<file path="src/rtl/pri_decoder.sv">
// Priority decoder: expands a bit position into a thermometer mask (bits p..0 set) or a one-hot word.
// Two-stage valid/ready pipeline; positions at or beyond WIDTH produce a zero word with out_err set.
module pri_decoder #(
    parameter int WIDTH     = 56,
    parameter int WIDTH_LOG = 6
) (
    input  logic                 clk,
    input  logic                 rst,
    input  logic                 in_valid,
    output logic                 in_ready,
    input  logic [WIDTH_LOG-1:0] in_idx,
    input  logic                 in_mode,
    output logic                 out_valid,
    input  logic                 out_ready,
    output logic [WIDTH-1:0]     out_data,
    output logic                 out_err,
    output logic [15:0]          out_count
);

    localparam int SPAN = 1 << WIDTH_LOG;

    // Mirror of the encoder tree: each idx bit picks the upper or lower half of a doubling span.
    // In thermometer mode the lower half is filled with ones whenever the upper half is selected.
    function automatic logic [SPAN-1:0] tree_mask(input logic [WIDTH_LOG-1:0] idx,
                                                  input logic                 mode);
        logic [SPAN-1:0] m;
        logic [SPAN-1:0] nxt;
        int              half;
        m    = '0;
        m[0] = 1'b1;
        for (int w = 0; w < WIDTH_LOG; w++) begin
            half = 1 << w;
            nxt  = '0;
            for (int j = 0; j < SPAN; j++) begin
                if (j < 2 * half) begin
                    if (idx[w]) begin
                        if (j >= half) nxt[j] = m[j-half];
                        else           nxt[j] = ~mode;
                    end else if (j < half) begin
                        nxt[j] = m[j];
                    end
                end
            end
            m = nxt;
        end
        return m;
    endfunction

    function automatic logic [15:0] sat_inc(input logic [15:0] cnt);
        return (cnt == 16'hFFFF) ? cnt : cnt + 16'd1;
    endfunction

    logic                 r_s1_valid;
    logic [WIDTH_LOG-1:0] r_s1_idx;
    logic                 r_s1_mode;
    logic                 r_s1_err;
    logic                 r_s2_valid;
    logic [WIDTH-1:0]     r_s2_data;
    logic                 r_s2_err;
    logic [15:0]          r_count;

    logic                 w_s2_load;
    logic                 w_s1_adv;
    logic                 w_accept;
    logic                 w_in_err;
    logic [SPAN-1:0]      w_mask;

    assign w_s2_load = !r_s2_valid || out_ready;
    assign w_s1_adv  = r_s1_valid && w_s2_load;
    assign in_ready  = !rst && (!r_s1_valid || w_s2_load);
    assign w_accept  = in_valid && in_ready;
    assign w_in_err  = (32'(in_idx) >= WIDTH);
    assign w_mask    = tree_mask(r_s1_idx, r_s1_mode);

    // Stage 1: request capture
    always_ff @(posedge clk) begin
        if (rst)           r_s1_valid <= 1'b0;
        else if (w_accept) r_s1_valid <= 1'b1;
        else if (w_s1_adv) r_s1_valid <= 1'b0;
    end

    always_ff @(posedge clk) begin
        if (w_accept) begin
            r_s1_idx  <= in_idx;
            r_s1_mode <= in_mode;
            r_s1_err  <= w_in_err;
        end
    end

    // Stage 2: decoded output register
    always_ff @(posedge clk) begin
        if (rst) begin
            r_s2_valid <= 1'b0;
            r_s2_data  <= '0;
            r_s2_err   <= 1'b0;
        end else if (w_s1_adv) begin
            r_s2_valid <= 1'b1;
            r_s2_data  <= r_s1_err ? '0 : w_mask[WIDTH-1:0];
            r_s2_err   <= r_s1_err;
        end else if (out_ready) begin
            r_s2_valid <= 1'b0;
            r_s2_data  <= '0;
            r_s2_err   <= 1'b0;
        end
    end

    always_ff @(posedge clk) begin
        if (rst)                          r_count <= 16'd0;
        else if (r_s2_valid && out_ready) r_count <= sat_inc(r_count);
    end

    assign out_valid = r_s2_valid;
    assign out_data  = r_s2_data;
    assign out_err   = r_s2_err;
    assign out_count = r_count;

endmodule
</file>
<file path="config.mk">
export PLATFORM = sky130hd
export DESIGN_NAME = pri_decoder
export DESIGN_NICKNAME = d
export VERILOG_FILES = /design/src/rtl/pri_decoder.sv
export SDC_FILE = /design/constraint.sdc
export NUM_CORES = 1
export LEC_CHECK = 0
export ABC_CLOCK_PERIOD_IN_PS = 2800
export BUFFER_PORTS_ARGS = -buffer_cell sky130_fd_sc_hd__buf_2
export CORE_ASPECT_RATIO = 1.5
export CORE_MARGIN = 2
export CORE_UTILIZATION = 57
export DETAILED_ROUTE_END_ITERATION = 7
export HOLD_SLACK_MARGIN = 0.03
export PLACE_DENSITY = 0.84
export SLEW_MARGIN = 20
export SYNTH_ARGS = -nofsm -noshare
export SYNTH_HDL_FRONTEND = slang
export SYNTH_SLANG_ARGS = --single-unit
</file>
<file path="constraint.sdc">
create_clock -name clk -period 2.8 [get_ports clk]
set_clock_uncertainty 0.15 [all_clocks]
set_input_delay 0 -clock clk [delete_from_list [all_inputs] [get_ports clk]]
set_output_delay 0 -clock clk [all_outputs]
set_load 0.03 [all_outputs]
</file>
==> run metrics <==
Worst-path clk slew=0.07 ns; I/O pin total=86; filler cell count=497; Post-synth top cells=dfxtp_1 (75), nand2_1 (52), a21oi_1 (46); Synth area leaders=dfxtp_1 (42%), edfxtp_1 (6.6%), a21oi_1 (6.4%); Slowest-stage cell, CP=nor3_1; synthesized area=3615 µm²; die area=7008 µm²; RSZ-0062 raised after global routing=false; most frequent cell after synthesis=dfxtp_1; Power Density=542.5 nW/µm²; Detailed Route Iter0 Violations=255; CP delay by family, top=simple AND/OR/NAND/NOR gates; clock root cell=clkbuf_8; Buffers & Inverters on Critical Path=1; Tot GR Track Use=26.93%; CTS buffer count=9; Initial Utilization=58.96%; worst-path fanout max=8; DRC viols=0; number of synthesized flops with an enable pin=8; Critical Path End Type=flip-flop; Clock Path Buffers=2; kind of start point of the critical path=flip-flop; status=finished clean; Final Hold Vio Count=0; GR Overflow Total=0; critical-path cell list=inv_1 -> nor3_1 -> o311ai_0 -> a21oi_1; CP max stage delay=0.78 ns; Yosys reg bits=83; Switch Pwr=586.3 µW; Final Non-Filler Cells=588; switching share of total power=24.47%; CTS resizes=0; final setup vio count=0; Final Cycle Share=76.26%; Mapped Nets=440; Mapped Cells=428; Die H=101.5 µm; Max Slew Vio Count=0; Placed Cells=562; share of power burned in registers=52.0%; row count=35; Routed Antenna Nets=0; Yosys warnings=0; final wirelength=9420 µm; router iterations before antenna repair=5; sequential fraction of the synthesis area=48.18%; die width=69.02 µm; global-route wire length before repair=15310 µm; antenna fix cells=0; Clock power frac=39.2%; via count=3565; Distinct cells, synth=46; CTS H-tree depth=3; cell-internal power=1.810 mW; largest net degree at the start of global routing=41; share of the synthesized area in the top cell type=41.54%; Yosys top cell by area=dfxtp_1; Min-Delay Path Class=in2reg; Leak=1.864 nW; clock sinks=83; worst reg-to-reg path cell count=4; Slew @ Worst Pin=0.9166 ns; setup_tns=0 ns; critical path depth in cells=4; Synth Area per Inst=8.446 µm²; dominant synthesized flop cell=dfxtp_1; Logic pwr share=8.8%; fmax=0.4683 GHz; Max-Cap Viols=0; routed length per instance=16.02 µm; CTS tree=built; Worst EP required=2.93 ns; crit path DAT=2.26 ns; Via density=6.063; layout overhead on the synthesized area=22.19%; initial antenna violation count=0; vias in the first global route=3303; nets=522; I/O Buffers=85; normalized max-slew margin=38.43%; hold path cells=2; Post-DP HPWL=6516 µm; Clock Latency Late Sink=0.35 ns; async set or reset register ratio after synthesis=0%; Peak VDD IR=0.3667 mV; layout cells sized above 1=22.96%; critical path type=reg2reg; Tmin final=2.135 ns; GP Congestion=0.8414; Core ar.=6131 µm²
[repair_timing]
| action | in CTS | in global routing |
|---|---|---|
| hold buffers | 11 | 0 |
| endpoints found under the hold margin | 22 | 0 |
| endpoints found under the setup margin | 0 | 0 |
| buffers inserted | 0 | 0 |
[cell families after synthesis]
group | count (synthesis) | synth area share, %
mux | 4 | 1.108
simple gates | 148 | 20.42
flops | 83 | 48.18
buf+inv | 45 | 4.742
fa+ha+maj | 1 | 0.3461
compound gates | 147 | 25.20
[metal layers]
layer / part of all wire (%) / track usage (%) / up-vias
met5: 0 / 0 / -
met2: 52 / 47.19 / 138
li1: - / - / 1726
met3: 6.0 / 5.771 / 29
met1: 39 / 30.54 / 1672
met4: 3.1 / 14.93 / 0
[power groups by stage]
stage          Combinational (mW)  Sequential, mW  Clock, mW
3_3_place_gp                0.192            1.27          0
5_1_grt                     0.229            1.25      0.997
6_report                    0.210            1.25      0.939
4_1_cts                     0.209            1.25      0.943
3_5_place_dp                0.196            1.27          0
2_1_floorplan               0.115            1.29          0
[area by class of cell]
type	instances	area [µm²]	area share, %
sequential	83	1742	39.43
multi-input combinational	300	1720	38.95
timing repair buffer	106	610.6	13.82
clock buffer	10	137.6	3.116
tap	74	92.59	2.096
clock inverter	5	76.32	1.728
inverter	10	37.54	0.8499
[metrics by stage]
step                      hold WS [ns]  total power [mW]  util, %  setup slack [ns]  instance area [µm²]
final                           0.2158             2.396    72.04            0.6646                 4417
after global routing            0.2150             2.475    72.04            0.4826                 4417
after CTS                       0.2081             2.397    72.04            0.6689                 4417
after detailed placement       0.03088             1.469    66.76            0.6836                 4093
after global placement         0.03453             1.464    66.76            0.6897                 4093
after floorplan               -0.05113             1.408        -            0.7220                 3615
[state kept, by name (all words and copies together), names as in the netlist]
name        count
r_s1_err        1
out_err         1
out_data       56
r_s1_idx        6
r_s1_mode       1
r_s1_valid      1
out_count      16
out_valid       1
[final timing paths]
kind	from	endpoint	slack, ns
max	r_s1_valid$_SDFFE_PP0P_	out_data[8]$_SDFFE_PP0P_	0.66
min	in_mode	r_s1_mode$_DFFE_PP_	0.22
max reg2reg	r_s1_valid$_SDFFE_PP0P_	out_data[8]$_SDFFE_PP0P_	0.66
min reg2reg	out_data[12]$_SDFFE_PP0P_	out_data[12]$_SDFFE_PP0P_	0.30
[cells in the final DEF (no fill, tap or decap), drive strengths merged, types with 5 or more instances in the layout]
cell | netlist | final
nand3 | 5 | 5
or3 | 10 | 10
a22o | 6 | 6
buf | 5 | 95
inv | 10 | 11
nor2b | 7 | 7
a21oi | 46 | 46
o21ai | 44 | 44
a22oi | 5 | 5
dlygate4sd3 | 0 | 11
clkbuf | 30 | 10
nand4 | 9 | 9
or4 | 9 | 9
a31oi | 6 | 6
dfxtp | 75 | 75
a32oi | 6 | 6
nand2 | 52 | 52
edfxtp | 8 | 8
o31ai | 11 | 11
nor2 | 32 | 32
nand2b | 5 | 5
(Power assumes the default switching activity.)
